[src/rtl/pic_pkg.sv]
// Shared types and constants for the 8259-compatible interrupt sequencer.
// Optional auto-EOI support elsewhere is enabled with PIC_AUTO_EOI_EN.
package pic_pkg;
  localparam int unsigned NUM_IR  = 8;
  localparam int unsigned LEVEL_W = 3;

  typedef enum logic [1:0] {IDLE, REQ, ACK1, ACK2} pic_state_e;

  // OCW2 R/SL/EOI field encodings
  localparam logic [2:0] OCW2_NS_EOI      = 3'b001;
  localparam logic [2:0] OCW2_SP_EOI      = 3'b011;
  localparam logic [2:0] OCW2_ROT_NS_EOI  = 3'b101;
  localparam logic [2:0] OCW2_ROT_SP_EOI  = 3'b111;
  localparam logic [2:0] OCW2_SET_PRIO    = 3'b110;
  localparam logic [2:0] OCW2_ROT_AEOI_ON = 3'b100;
endpackage

[src/rtl/pic_priority_scan.sv]
// Combinational rotating first-set finder: scans vec from start upward,
// wrapping modulo NUM_IR, and reports the first set level.
module pic_priority_scan
  import pic_pkg::*;
(
  input  logic [NUM_IR-1:0]  vec,
  input  logic [LEVEL_W-1:0] start,
  output logic               found,
  output logic [LEVEL_W-1:0] level
);

  always_comb begin
    logic [LEVEL_W-1:0] idx;
    found = 1'b0;
    level = '0;
    idx   = '0;
    for (int unsigned i = 0; i < NUM_IR; i++) begin
      idx = start + LEVEL_W'(i);
      if (!found && vec[idx]) begin
        found = 1'b1;
        level = idx;
      end
    end
  end

endmodule

[src/rtl/pic_interrupt_sequencer.sv]
// 8259 sequencing core: priority resolution, INT/INTA handshake, ISR and EOI.
// Define PIC_AUTO_EOI_EN to add the aeoi / aeoi_rotate inputs.
module pic_interrupt_sequencer
  import pic_pkg::*;
#(
  parameter logic [LEVEL_W-1:0] RESET_LOWEST   = 3'd7,
  parameter logic [LEVEL_W-1:0] SPURIOUS_LEVEL = 3'd7
) (
  input  logic               clk,
  input  logic               reset,
  input  logic [NUM_IR-1:0]  irr,
  input  logic               inta_strobe,
  input  logic [4:0]         vector_base,
  input  logic               eoi,
  input  logic               eoi_specific,
  input  logic [LEVEL_W-1:0] eoi_level,
  input  logic               rotate,
  input  logic               set_priority,
`ifdef PIC_AUTO_EOI_EN
  input  logic               aeoi,
  input  logic               aeoi_rotate,
`endif
  output logic               int_out,
  output logic [NUM_IR-1:0]  isr,
  output logic [NUM_IR-1:0]  irr_clear,
  output logic [7:0]         vector_out,
  output logic               vector_valid,
  output logic [LEVEL_W-1:0] lowest_prio
);

  pic_state_e         state_q, state_d;
  logic [NUM_IR-1:0]  isr_q, isr_d;
  logic [NUM_IR-1:0]  irr_clear_q, irr_clear_d;
  logic               int_q, int_d;
  logic [LEVEL_W-1:0] level_q, level_d;
  logic [LEVEL_W-1:0] lowest_q, lowest_d;
`ifdef PIC_AUTO_EOI_EN
  logic               spur_q, spur_d;
`endif

  logic [LEVEL_W-1:0] start;
  logic               irr_found, isr_found, eligible;
  logic [LEVEL_W-1:0] irr_level, isr_level, irr_dist, isr_dist;
  logic [NUM_IR-1:0]  isr_set, eoi_clr, aeoi_clr;
  logic               clr_hit;
  logic [LEVEL_W-1:0] clr_level;

  assign start = lowest_q + 1'b1;

  pic_priority_scan u_irr_scan (
    .vec   (irr),
    .start (start),
    .found (irr_found),
    .level (irr_level)
  );

  pic_priority_scan u_isr_scan (
    .vec   (isr_q),
    .start (start),
    .found (isr_found),
    .level (isr_level)
  );

  // Fully nested: the request must be strictly ahead of every in-service level.
  assign irr_dist = irr_level - start;
  assign isr_dist = isr_level - start;
  assign eligible = irr_found && (!isr_found || (irr_dist < isr_dist));

  always_comb begin
    state_d      = state_q;
    int_d        = 1'b0;
    irr_clear_d  = '0;
    level_d      = level_q;
    lowest_d     = lowest_q;
    isr_set      = '0;
    eoi_clr      = '0;
    aeoi_clr     = '0;
    clr_hit      = 1'b0;
    clr_level    = '0;
    vector_valid = 1'b0;
`ifdef PIC_AUTO_EOI_EN
    spur_d       = spur_q;
`endif

    if (eoi) begin
      if (eoi_specific) begin
        if (isr_q[eoi_level]) begin
          clr_hit   = 1'b1;
          clr_level = eoi_level;
        end
      end else if (isr_found) begin
        clr_hit   = 1'b1;
        clr_level = isr_level;
      end
      if (clr_hit) begin
        eoi_clr[clr_level] = 1'b1;
        if (rotate) lowest_d = clr_level;
      end
    end

    unique case (state_q)
      IDLE: begin
        if (eligible) begin
          state_d = REQ;
          int_d   = 1'b1;
        end
      end
      REQ: begin
        int_d = 1'b1;
        if (inta_strobe) begin
          state_d = ACK1;
          int_d   = 1'b0;
          if (eligible) begin
            level_d              = irr_level;
            isr_set[irr_level]   = 1'b1;
            irr_clear_d[irr_level] = 1'b1;
`ifdef PIC_AUTO_EOI_EN
            spur_d = 1'b0;
`endif
          end else begin
            level_d = SPURIOUS_LEVEL;
`ifdef PIC_AUTO_EOI_EN
            spur_d = 1'b1;
`endif
          end
        end
      end
      ACK1: begin
        if (inta_strobe) begin
          state_d      = ACK2;
          vector_valid = 1'b1;
`ifdef PIC_AUTO_EOI_EN
          if (aeoi && !spur_q) begin
            aeoi_clr[level_q] = 1'b1;
            if (aeoi_rotate) lowest_d = level_q;
          end
`endif
        end
      end
      ACK2: begin
        vector_valid = 1'b1;
        state_d      = IDLE;
      end
      default: state_d = IDLE;
    endcase

    if (set_priority) lowest_d = eoi_level;

    // Clears first, then the INTA1 set, so a same-cycle EOI cannot undo it.
    isr_d = (isr_q & ~eoi_clr & ~aeoi_clr) | isr_set;
  end

  always_ff @(posedge clk) begin
    if (reset) begin
      state_q     <= IDLE;
      isr_q       <= '0;
      irr_clear_q <= '0;
      int_q       <= 1'b0;
      level_q     <= '0;
      lowest_q    <= RESET_LOWEST;
`ifdef PIC_AUTO_EOI_EN
      spur_q      <= 1'b0;
`endif
    end else begin
      state_q     <= state_d;
      isr_q       <= isr_d;
      irr_clear_q <= irr_clear_d;
      int_q       <= int_d;
      level_q     <= level_d;
      lowest_q    <= lowest_d;
`ifdef PIC_AUTO_EOI_EN
      spur_q      <= spur_d;
`endif
    end
  end

  assign int_out     = int_q;
  assign isr         = isr_q;
  assign irr_clear   = irr_clear_q;
  assign lowest_prio = lowest_q;
  assign vector_out  = vector_valid ? {vector_base, level_q} : '0;

endmodule

[config.mk]
export PLATFORM = sky130hd
export DESIGN_NAME = pic_interrupt_sequencer
export DESIGN_NICKNAME = d
export VERILOG_FILES = /design/src/rtl/pic_pkg.sv /design/src/rtl/pic_priority_scan.sv /design/src/rtl/pic_interrupt_sequencer.sv
export SDC_FILE = /design/constraint.sdc
export NUM_CORES = 1
export LEC_CHECK = 0
export CAP_MARGIN = 20
export CORE_AREA = 2 2 64 112
export DETAILED_ROUTE_END_ITERATION = 12
export DIE_AREA = 0 0 66 114
export PLACE_DENSITY_LB_ADDON = 0.12
export RECOVER_POWER = 50
export SYNTH_ARGS = -nofsm -noshare
export SYNTH_HDL_FRONTEND = slang
export SYNTH_HIERARCHICAL = 1
export SYNTH_SLANG_ARGS = --single-unit
[constraint.sdc]
create_clock -name clk -period 6.7 [get_ports clk]
set_input_delay 1.34 -clock clk [delete_from_list [all_inputs] [get_ports clk]]
set_output_delay 1.34 -clock clk [all_outputs]
set_load 0.1 [all_outputs]
==> results of run 1 <==
==> kinds of logic after synthesis <==
group | after synthesis
XOR/XNOR | 11
multiplexers | 59
adder cells (fa/ha/maj) | 15
AO/OA/AOI/OAI | 122
AND/OR/NAND/NOR | 134
buffers and inverters | 53
flip-flops | 25
==> worst max path at each step <==
stage,to,slack [ns]
CTS,isr[3],0.45
detailed placement,isr[3],0.19
global placement,isr[3],0.37
global route,isr[3],0.11
finish,isr[3],0.54
floorplan,isr[3],0.38
==> repair_timing <==
item                       CTS  global route
setup buffers                0             0
resized for setup            0             1
setup endpoints to repair    0             3
==> through the flow <==
stage / util / cell area [µm²]
after global routing: 0.640 / 4290
after CTS: 0.641 / 4300
after global placement: 0.629 / 4220
after detailed placement: 0.629 / 4220
final: 0.640 / 4290
after floorplan: - / 3670
==> layer usage <==
metal  up-vias  global-route usage  part of all wire
met5         -                   0                 0
met4         0               0.106             0.028
met3        23              0.0108             0.035
met2       106               0.498              0.53
met1      1744               0.333              0.41
li1       1698                   -                 -
==> sequential cells by signal, summed over array words and instances, names as in the netlist <==
signal / flops
int_out: 1
isr: 8
state_q: 2
irr_clear: 8
level_q: 3
lowest_prio: 3
==> cell usage after synthesis (all sizes together) (6+ instances only) <==
master,count
a21o,7
a21oi,27
a31oi,8
and3,11
buf,19
dfxtp,25
ha,13
inv,30
mux2,13
mux2i,16
mux4,30
nand2,41
nor2,29
nor2b,13
nor3,14
nor4,8
o21ai,23
xor2,6
==> layout make-up <==
class	count	area, µm²
Timing Repair Buffer	62	593
Sequential cell	25	500
Clock buffer	3	75.1
Fill cell	608	2420
Multi-Input combinational cell	341	2900
Tap cell	84	105
Inverter	30	113
Clock inverter	1	5.00
==> worst max-delay path, delay by kind of cell (launching register included) <==
| family | cells | cell delay [ns] |
|---|---|---|
| muxes | 1 | 0.62 |
| adders and majority gates | 4 | 1.44 |
| buffers and inverters | 3 | 0.76 |
| AOI/OAI and AO/OA | 7 | 1.65 |
| DFF | 1 | 0.32 |
| and+or+nand+nor | 3 | 0.99 |
| xor gates and xnor gates | 2 | 0.32 |
==> flow_metrics.tcl, run 1 <==
set metrics [dict create \
    status "completed" \
    synth-main-ff-cell "dfxtp_1" \
    cpMaxStageDelayCell "mux4_2" \
    synth_top_family_by_area "multiplexers" \
    worst_pin_slew_ns 0.987 \
    area_growth_pct 17.0 \
    slew_headroom 0.340 \
    setup_viol 0 \
    cts_hold_buf 0 \
    cts-buffers-inserted 3 \
    placed_cells 542 \
    arrival_ns 6.37 \
    min_to "state_q[1]" \
    pre_cts_ws_ns 0.187 \
    routedWlPerCell_um 18.1 \
    fin_cells 546 \
    min_from "state_q[1]" \
    cp.required_ns 6.91 \
    gp_congestion 0.879 \
    synthesis.nets 457 \
    yosys.area_share.simple 0.182 \
    worst-r2r-setup-slack_ns 0.54 \
    synth_cell_types 66 \
    dieArea_um2 7520 \
    ys_async_sr_fraction 0 \
    drtIter0Drc 358 \
    die-height_um 114 \
    cts.clk_slew.worst_paths_ns 0.06 \
    synth_mux_area_frac 0.290 \
    worstPathCellList "inv_1, inv_2, ha_1, mux4_2, a21oi_1, o311a_1, o21ai_2, nor3_1, nand2_1, o21ai_1, inv_1, ha_1, fa_1, xor2_1, xnor2_1, ha_1, o21ai_1, o21ai_1, nor4_1, a31o_1" \
    die_x_um 66 \
    worstPathMaxFanout 13 \
    grt_remaining_overflow 0 \
    synth_compound_area_frac 0.235 \
    rsz0062_at_grt "no" \
    max_freq_mhz 162 \
    cts_sinks 25 \
    layout-drive-gt1-share 0.147 \
    antenna_cells 0 \
    timing.rr.start "lowest_prio[0]" \
    fin_skew_ns 0.00179 \
    synth_top_area_cell "dfxtp_1" \
    synth-warning-count 6 \
    fin_hold_ws_ns 0.515 \
    synthDominantCellAreaShare 0.137 \
    drc_errors 0 \
    vias 3571 \
    min_period_over_period 0.919 \
    core_area_um2 6710 \
    wl_mm 9.86 \
    critPathLaunch "lowest_prio[0]" \
    synth_fa_ha_area_frac 0.0553 \
    hold_path_class "flop to flop" \
    antenna_found_initial 0 \
    worst_r2r_path_depth 20 \
    final_cell_mix "nand2_1, nor2_1, inv_1, a21oi_1, clkdlybuf4s50_1" \
    insertion_delay_ns 0.26 \
    fin_crit_ns 6.16 \
    worst_slack_ns 0.545 \
    report.final.slew_viol_count 0 \
    cts.path.max_buffers 2 \
    htreeDepth 1 \
    num-nets-final 501 \
    grt_pass1_vias 3462 \
    cts_root_buf "clkbuf_16" \
    ant_nets 0 \
    synth_xor_area_frac 0.0263 \
    synth_seq_area_share 0.137 \
    netlist_instances 419 \
    syn_area_per_cell_um2 8.75 \
    cts_tree "done" \
    grt_use_total 0.274 \
    worstSetupStartpointType "flop" \
    grt_pass1_wl_mm 16.6 \
    holdPathStages 2 \
    r2r_end "isr[3]" \
    vias_per_cell 6.54 \
    dp.final_hpwl_mm 7.48 \
    hold_viol 0 \
    layout_commonest_cell "nand2_1" \
    io_pins 52 \
    synth_enable_flop_cells 0 \
    yosys_register_bits 25 \
    slowest_delay_ns 0.62 \
    drt_first_pass_iters 4 \
    start_util 0.547 \
    maxCapViolations 0 \
    portBuffers 51 \
    grt_max_degree 26 \
    fp-row-count 40 \
    syn_area_um2 3670 \
    worstSetupEndpointType "flop" \
    criticalPathCategory "flop to flop" \
    synthTopCellsByArea "dfxtp_1, mux4_2, mux4_1, ha_1, nand2_1" \
    setup-tns-final_ns 0 \
]
Power of run 1 is not shown: default switching activity piles up to over one toggle a cycle in this logic, so the estimate is an artifact.
==> inputs of run 2 (changes only) <==
--- a/config.mk
+++ b/config.mk
@@ -6,10 +6,11 @@
 export NUM_CORES = 1
 export LEC_CHECK = 0
 export CAP_MARGIN = 20
-export CORE_AREA = 2 2 64 112
+export CORE_AREA = 2 2 63 109
 export DETAILED_ROUTE_END_ITERATION = 12
-export DIE_AREA = 0 0 66 114
-export PLACE_DENSITY_LB_ADDON = 0.12
+export DIE_AREA = 0 0 65 111
+export DONT_BUFFER_PORTS = 1
+export PLACE_DENSITY_LB_ADDON = 0.1
 export RECOVER_POWER = 50
 export SYNTH_ARGS = -nofsm -noshare
 export SYNTH_HDL_FRONTEND = slang
==> run 2 against run 1 <==
  * The run now ends with capacitance limit, slew limit left
  * Sequential share of layout area is 1.4 points higher
  * Via count is 4.7% lower
  * Critical path depth is 1 higher
  * Cell area is 11% lower
  * Register-to-register slack hardly changed
  * Count of clock-buffer cells in the layout is 1 higher
  * Die area is 4.1% lower
  * Critical path type unchanged
==> flow_metrics.tcl, run 2 (synthesized netlist as in run 1, its figures left out) <==
set metrics [dict create \
    crit_top_cell "ha_1" \
    die-height_um 111 \
    cts.path.max_buffers 2 \
    drt_first_pass_iters 5 \
    timing.rr.start "lowest_prio[0]" \
    insertion_delay_ns 0.26 \
    slowest_delay_ns 0.58 \
    final_cell_mix "nand2_1, nor2_1, inv_1, a21oi_1, dfxtp_1" \
    register_area_um2 500 \
    cts_root_buf "clkbuf_16" \
    min_from "isr[1]" \
    worstSetupStartpointType "flop" \
    worstPathCellList "ha_1, inv_1, ha_1, buf_4, mux4_2, a21oi_1, o311a_1, o21ai_2, o311ai_1, nand2_1, o21ai_1, inv_1, ha_1, fa_1, xnor2_1, xnor2_1, ha_1, a211oi_2, o21ai_1, nor4_1, o21bai_1" \
    cts_sinks 25 \
    multi_input_comb_area_um2 2920 \
    dieArea_um2 7220 \
    worst_pin_slew_ns 1.86 \
    worst_r2r_path_depth 21 \
    vias 3402 \
    area_growth_pct 4.40 \
    fp-row-count 39 \
    cpMaxStageDelayCell "mux4_2" \
    cts_setup_buffers 0 \
    antenna_found_initial 0 \
    layout_commonest_cell "nand2_1" \
    max_freq_mhz 162 \
    layout-drive-gt1-share 0.167 \
    dp.final_hpwl_mm 7.52 \
    io_pins 52 \
    worst-r2r-setup-slack_ns 0.54 \
    fin_area_um2 3830 \
    r2r_end "isr[1]" \
    drc_errors 0 \
    holdPathStages 2 \
    portBuffers 0 \
    die_x_um 65 \
    criticalPathCategory "flop to flop" \
    htreeDepth 1 \
    worstPathMaxFanout 15 \
    hold_viol 0 \
    grt_remaining_overflow 0 \
    grt_pass1_wl_mm 16.2 \
    num-nets-final 459 \
    rsz0062_at_grt "no" \
    grt_use_total 0.281 \
    grt_max_degree 29 \
    antenna_cells 0 \
    worstSetupEndpointType "flop" \
    routedWlPerCell_um 19.6 \
    cts-buffers-inserted 3 \
    min_period_over_period 0.919 \
    slew_headroom -0.241 \
    grt_pass1_vias 3313 \
    fin_skew_ns 0.00216 \
    cts.clk_slew.worst_paths_ns 0.06 \
    cp.required_ns 6.89 \
    start_util 0.573 \
    n_fill_cell 600 \
    ant_nets 0 \
    dpl_cell_area_um2 3800 \
    fin_crit_ns 6.16 \
    drtIter0Drc 291 \
    arrival_ns 6.35 \
    maxCapViolations 11 \
    core_area_um2 6390 \
    violations "capacitance limit, slew limit" \
    hold_path_class "flop to flop" \
    vias_per_cell 6.78 \
    cts_tree "done" \
    setup-tns-final_ns 0 \
    status "complete, but fails checks" \
    wl_mm 9.85 \
    setup_viol 0 \
    report.final.slew_viol_count 39 \
    min_to "isr[1]" \
    gp_congestion 0.957 \
]
[run 2: cell types whose count changed in the layout (fill, tap and decap cells not counted), moves of 2 or more]
cell / delta
buf_4: -2
clkbuf_1: +12
clkdlybuf4s50_1: -27
dlygate4sd3_1: -24
[run 2: how the worst max path moves through the flow]
stage	end	slack, ns	start
floorplan	isr[3]	0.38	lowest_prio[0]
global placement	isr[5]	0.42	lowest_prio[0]
detailed placement	isr[5]	0.35	lowest_prio[0]
CTS	isr[5]	0.31	lowest_prio[0]
global route	isr[1]	0.03	lowest_prio[0]
finish	isr[1]	0.54	lowest_prio[0]
[run 2: layout make-up]
cell class	instances	area share
multi-input cells	341	0.764
flip-flops and latches	25	0.131
well taps	82	0.0268
clock buffers	4	0.0206
repair buffers	20	0.0284
inverters	30	0.0294
[run 2: per-layer routing]
| metal | global-route usage | routed length [µm] | vias up |
|---|---|---|---|
| li1 | - | - | 1611 |
| met1 | 0.352 | 3960 | 1659 |
| met2 | 0.498 | 5280 | 113 |
| met3 | 0.0183 | 371 | 19 |
| met4 | 0.0965 | 246 | 0 |
| met5 | 0 | 0 | - |
[run 2: critical path: cells and delay by family, from the launching register on]
family	cells	cell delay, ns
muxes	1	0.58
and+or+nand+nor	2	0.55
AOI/OAI and AO/OA	8	2.06
buffers and inverters	3	0.57
DFF	1	0.32
adders and majority gates	5	1.67
xor gates and xnor gates	2	0.31
[run 2: through the flow]
| step | util | cells | hold slack (ns) | worst slack (ns) |
|---|---|---|---|---|
| global placement | 0.594 | 498 | 0.478 | 0.423 |
| finish | 0.599 | 502 | 0.494 | 0.544 |
| detailed placement | 0.594 | 498 | 0.479 | 0.354 |
| floorplan | - | 419 | 0.468 | 0.383 |
| global route | 0.599 | 502 | 0.529 | 0.0296 |
| CTS | 0.606 | 502 | 0.499 | 0.314 |
[run 2: timing repair]
action | CTS | global route
resized for setup | 0 | 3
endpoints found under the setup margin | 0 | 11
hold buffers | 0 | 0
Power of run 2 is left out for the same reason.
==> patch 1: new RTL, flow settings as in run 1 <==
`isr_q` no longer has a reset.
--- a/src/rtl/pic_interrupt_sequencer.sv
+++ b/src/rtl/pic_interrupt_sequencer.sv
@@ -153,7 +153,6 @@
   always_ff @(posedge clk) begin
     if (reset) begin
       state_q     <= IDLE;
-      isr_q       <= '0;
       irr_clear_q <= '0;
       int_q       <= 1'b0;
       level_q     <= '0;
@@ -163,7 +162,6 @@
 `endif
     end else begin
       state_q     <= state_d;
-      isr_q       <= isr_d;
       irr_clear_q <= irr_clear_d;
       int_q       <= int_d;
       level_q     <= level_d;
@@ -174,6 +172,10 @@
     end
   end
 
+  always_ff @(posedge clk) begin
+    isr_q <= isr_d;
+  end
+
   assign int_out     = int_q;
   assign isr         = isr_q;
   assign irr_clear   = irr_clear_q;
Check against the original RTL: differs if reset is asserted again (counterexample within 4 cycles, from zero or initial values and one cycle with reset high); with reset held inactive, the same outputs for 4 cycles.
==> patch 1 against run 1 <==
Cell area rose by 0.23%. Global-route usage down 0.55 points. Sequential share of layout area hardly changed. Routed wire length grew 0.36%. Area after synthesis up 0.24%. Count of clock-buffer cells in the layout up 1. Sequential cell count stayed put. Worst setup slack lost 0.036 ns. Maximum frequency fell by 0.59%. Core utilization up 0.15 points. Clock skew is 0.00091 ns higher. Critical path type unchanged. Largest cell class unchanged. Highest routed layer unchanged.
Power is left out: the tool's default activity adds up to more than one toggle a clock period on the data nets, which glitch-free logic cannot reach.
==> patch 1: results (changes against run 1) <==
* Run status: completed
* CTS resizes at 0 (unchanged)
* R2R depth at 21 (+5.0%)
* Crit-path max FO at 12 (-1)
* Vias in the first global route at 3,358 (-3.0%)
* Mux share of post-synthesis cell area at 0.288 (-0.00171)
* Sequential element share of the synthesized area at 0.136 (-0.000325)
* Post-Synth XOR/XNOR Area at 0.0262 (-0.0000626)
* Largest net degree at the start of global routing at 24 (-7.7%)
* Synth area leaders: dfxtp_1, mux4_2, mux4_1
* Clock skew at 0.00270 ns (+0.000907 ns)
* Adder-Cell Fraction of Synth Area at 0.0552 (-0.000132)
* CTS H-tree depth at 1 (unchanged)
* Complex-gate fraction of the synthesized area at 0.225 (-0.0101)
* Worst reg2reg setup slack at 0.51 ns (-0.04 ns)
* Initial DRC Count at 311 (-13%)
* Hold path cells at 2 (unchanged)
* Nets at 507 (+1.2%)
* Hold Path Sink: level_q[2]
* First-pass DRT Iterations at 5 (+1)
* Total GRT Usage at 0.268 (-0.00545)
* Share of cells above drive strength 1 at 0.137 (-0.0104)
* First-pass GRT wire length at 16,300 µm (-1.5%)
* Wire length on met1 at 3980 µm (-0.57%)
* Netlist cell types at 63 (-4.5%)
* Placer's final routability congestion estimate at 0.913 (+3.9%)
* Routed wl met3 at 390 µm (+13%)
* Worst slew pin tran at 0.996 ns (+0.00916 ns)
* Hold Crit Class: register to register
* Setup violators final at 0 (unchanged)
* WL final at 9890 µm (+0.36%)
* DR WL met2 at 5400 µm (+3.3%)
* Synth Net Count at 463 (+1.3%)
* FF-to-FF End: irr_clear[0]
* Postcts setup bufs at 0 (unchanged)
* Most frequent cells after synthesis: a21oi_1, nor2_1, nand2_1, inv_1, dfxtp_1
* DR vias/cell at 6.40 (-2.1%)
* Dpl hpwl at 7460 µm (-0.32%)
* Hold path start: level_q[2]
* # fillers at 598 (-1.6%)
* Latest clock arrival within the worst-skew pair at 0.25 ns
==> patch 1: cell types whose count changed in the layout (fill, tap and decap cells not counted), sizes merged, moves of 3 or more <==
cell and delta:
nand2 -8, o21bai -4, o211ai -3, nor2 +6, a21oi +10, nand2b +4
and2 +4, o22ai +4
==> patch 1: final cells by class <==
type / count / area share
clock buffer: 4 / 0.0183
timing repair buffer: 63 / 0.140
multi-input combinational: 346 / 0.675
tap: 84 / 0.0244
inverter: 30 / 0.0262
sequential: 25 / 0.116
==> patch 1: routing by layer <==
layer | GRT usage | vias to the layer above
met3 | 0.0197 | 13
met1 | 0.324 | 1689
met2 | 0.505 | 119
met5 | 0 | -
met4 | 0.0612 | 0
li1 | - | 1713
==> patch 1: critical path, cell delays in order (launching register included) <==
cell and delay, ns:
dfxtp_1 0.34, ha_1 0.37, buf_4 0.24, inv_1 0.16, ha_1 0.38, mux4_2 0.58, a21oi_1 0.22, o311a_1 0.23
o21ai_2 0.12, nor3_1 0.40, nand2_1 0.09, o21ai_1 0.36, inv_1 0.15, ha_1 0.22, fa_1 0.38, xor2_1 0.16
xnor2_1 0.18, ha_1 0.24, a211oi_1 0.35, o21ai_0 0.21, or4_1 0.56, nor3_1 0.16
==> patch 1: through the flow <==
| stage | worst slack [ns] | instances | hold slack, ns | area [µm²] | utilization |
|---|---|---|---|---|---|
| 3_3_place_gp | 0.618 | 548 | 0.483 | 4230 | 0.630 |
| 6_report | 0.509 | 552 | 0.497 | 4300 | 0.641 |
| 5_1_grt | 0.198 | 552 | 0.524 | 4300 | 0.641 |
| 3_5_place_dp | 0.392 | 548 | 0.488 | 4230 | 0.630 |
| 2_1_floorplan | 0.252 | 425 | 0.464 | 3670 | - |
| 4_1_cts | 0.612 | 552 | 0.502 | 4310 | 0.642 |
==> patch 1: cells by family after synthesis <==
kind of cell               count (synthesis)
adders and majority gates                 15
and+or+nand+nor                          139
DFF                                       25
xor gates and xnor gates                  11
muxes                                     59
buffers and inverters                     54
AOI/OAI and AO/OA                        122
==> patch 1: worst max-delay path by stage <==
stage                     slack (ns)           start            to  depth (start not counted)
final                           0.51  lowest_prio[0]  irr_clear[0]                         21
after global routing            0.20  lowest_prio[0]  irr_clear[0]                         21
after CTS                       0.61  lowest_prio[0]  irr_clear[0]                         21
after detailed placement        0.39          irr[6]  irr_clear[0]                         19
after global placement          0.62          irr[5]  irr_clear[0]                         19
after floorplan                 0.25  lowest_prio[0]  irr_clear[0]                         23
==> patch 2: new RTL, settings of run 1 <==
Without the edit above. The option `PIC_AUTO_EOI_EN` is turned on by a define.
--- a/src/rtl/pic_interrupt_sequencer.sv
+++ b/src/rtl/pic_interrupt_sequencer.sv
@@ -1,5 +1,7 @@
 // 8259 sequencing core: priority resolution, INT/INTA handshake, ISR and EOI.
 // Define PIC_AUTO_EOI_EN to add the aeoi / aeoi_rotate inputs.
+`define PIC_AUTO_EOI_EN
+
 module pic_interrupt_sequencer
   import pic_pkg::*;
 #(
Interface: changed (added aeoi and aeoi_rotate); port bits go from 52 to 54. The function was not compared with the original's and may differ.
==> patch 2 against run 1 <==
Critical path depth increased by 1. Routed wire length rose by 11%. Area after synthesis rose by 1.8%. Cell area up 2.7%. Global-route usage is 2.5 points higher. Sequential cell count grew 1. Synthesized cell count is 2.1% higher. Clock skew increased by 0.0033 ns. Core utilization increased by 1.8 points. Worst setup slack improved by 0.085 ns. Die area unchanged. Critical path type unchanged. Critical endpoint is now isr[0].
==> patch 2: results (changes against run 1) <==
* Run status: completed
* Hold path start: spur_q
* Worst slew pin tran at 0.990 ns (+0.00280 ns)
* Clock skew at 0.00506 ns (+0.00327 ns)
* Initial antenna violation count at 0 (unchanged)
* Origin of the critical flop-to-flop path: lowest_prio[1]
* Nets at 513 (+2.4%)
* Vias in the first global route at 3,707 (+7.1%)
* Dpl hpwl at 8580 µm (+15%)
* Port Buf Inserts at 53 (+3.9%)
* Synth area leaders: dfxtp_1, mux4_2, mux4_1
* Initial DRC Count at 307 (-14%)
* R2R depth at 21 (+5.0%)
* CTS H-tree depth at 1 (unchanged)
* Sequential element share of the synthesized area at 0.140 (+0.00298)
* DR vias/cell at 6.63 (+1.4%)
* ANT cells at 0 (unchanged)
* Placer's final routability congestion estimate at 0.989 (+13%)
* Share of cells above drive strength 1 at 0.140 (-0.00736)
* Non-Filler Instances at 556 (+1.8%)
* # fillers at 595 (-2.1%)
* First-pass GRT wire length at 17,400 µm (+4.9%)
* Slowest stage delay, CP at 0.64 ns (+0.02 ns)
* FF-to-FF End: isr[0]
* Crit path DAT at 6.26 ns (-0.11 ns)
* Most frequent cells after synthesis: nor2_1, nand2_1, dfxtp_1, inv_1, a21oi_1
* CTS Buf Count at 3 (unchanged)
* Syn avg cell area at 8.72 µm² (-0.37%)
* Placed cells at 552 (+1.8%)
* Top delay family on crit path: adder cells
* Hold Crit Class: register to register
* Worst reg2reg setup slack at 0.63 ns (+0.09 ns)
* WL/cell at 19.7 µm (+9.0%)
* Area after DPL at 4310 µm² (+2.0%)
* Synth Net Count at 468 (+2.4%)
* Clock slew at reported path FFs at 0.07 ns
* Root Buffer: clkbuf_16
* Total GRT Usage at 0.298 (+0.0248)
* Slowest CP cell: ha_1
* Hold Path Sink: spur_q
* Netlist cell types at 68 (+3.0%)
* Crit-path max FO at 12 (-1)
* P_leak at 1.71 nW
* Hold path cells at 2 (unchanged)
* Largest net degree at the start of global routing at 24 (-7.7%)
[patch 2: changes by cell type in the layout (fill, tap and decap cells not counted), moves of 4 or more]
cell,run 1,this run
nor2_1,29,40
nor3_1,13,5
a21oi_1,27,23
nand2_1,40,36
nand2b_1,5,9
nor2b_1,13,17
nor4_1,8,4
o22ai_1,0,4
[patch 2: stage by stage]
| stage | total power (W) | worst slack [ns] | hold WS, ns |
|---|---|---|---|
| 2_1_floorplan | 0.00106 | 0.348 | 0.477 |
| 3_3_place_gp | 0.00129 | 0.639 | 0.492 |
| 3_5_place_dp | 0.00130 | 0.504 | 0.501 |
| 4_1_cts | 0.00149 | 0.651 | 0.539 |
| 5_1_grt | 0.00160 | 0.184 | 0.566 |
| 6_report | 0.00149 | 0.630 | 0.540 |
[patch 2: where the power goes]
part,internal [W],switching [W]
clock network,0.000119,0.0000541
logic,0.000419,0.000683
registers,0.000178,0.0000349
total,0.000716,0.000772
[patch 2: cell type report]
| cell class | count | area, µm² | share of cell area |
|---|---|---|---|
| multi-input cells | 348 | 2950 | 0.669 |
| repair buffers | 65 | 621 | 0.141 |
| flip-flops and latches | 26 | 520 | 0.118 |
| inverters | 29 | 109 | 0.0247 |
| well taps | 84 | 105 | 0.0238 |
| clock buffers | 3 | 75.1 | 0.0170 |
| clock inverters | 1 | 30.0 | 0.00681 |
[patch 2: how the worst max path moves through the flow]
stage,from,end,slack (ns)
after floorplan,lowest_prio[0],isr[0],0.35
after global placement,irr[5],isr[0],0.64
after detailed placement,irr[5],isr[0],0.50
after CTS,lowest_prio[1],isr[0],0.65
after global routing,lowest_prio[1],isr[0],0.18
final,lowest_prio[1],isr[0],0.63
[patch 2: tightest hold or removal path, stage by stage (launching register included)]
cell,delay [ns]
dfxtp_1,0.33
nor2_1,0.12
nor3_1,0.05
[patch 2: cell families after synthesis]
group	share of synthesized area
XOR/XNOR	0.0258
flip-flops	0.140
adder cells (fa/ha/maj)	0.0543
AO/OA/AOI/OAI	0.229
buffers and inverters	0.0748
AND/OR/NAND/NOR	0.186
multiplexers	0.290
[patch 2: per-layer routing]
metal,share of wire,track usage,vias up
met3,0.035,0.0227,43
met4,0.051,0.197,0
met1,0.33,0.272,1776
met2,0.59,0.593,130
li1,-,-,1739
met5,0,0,-
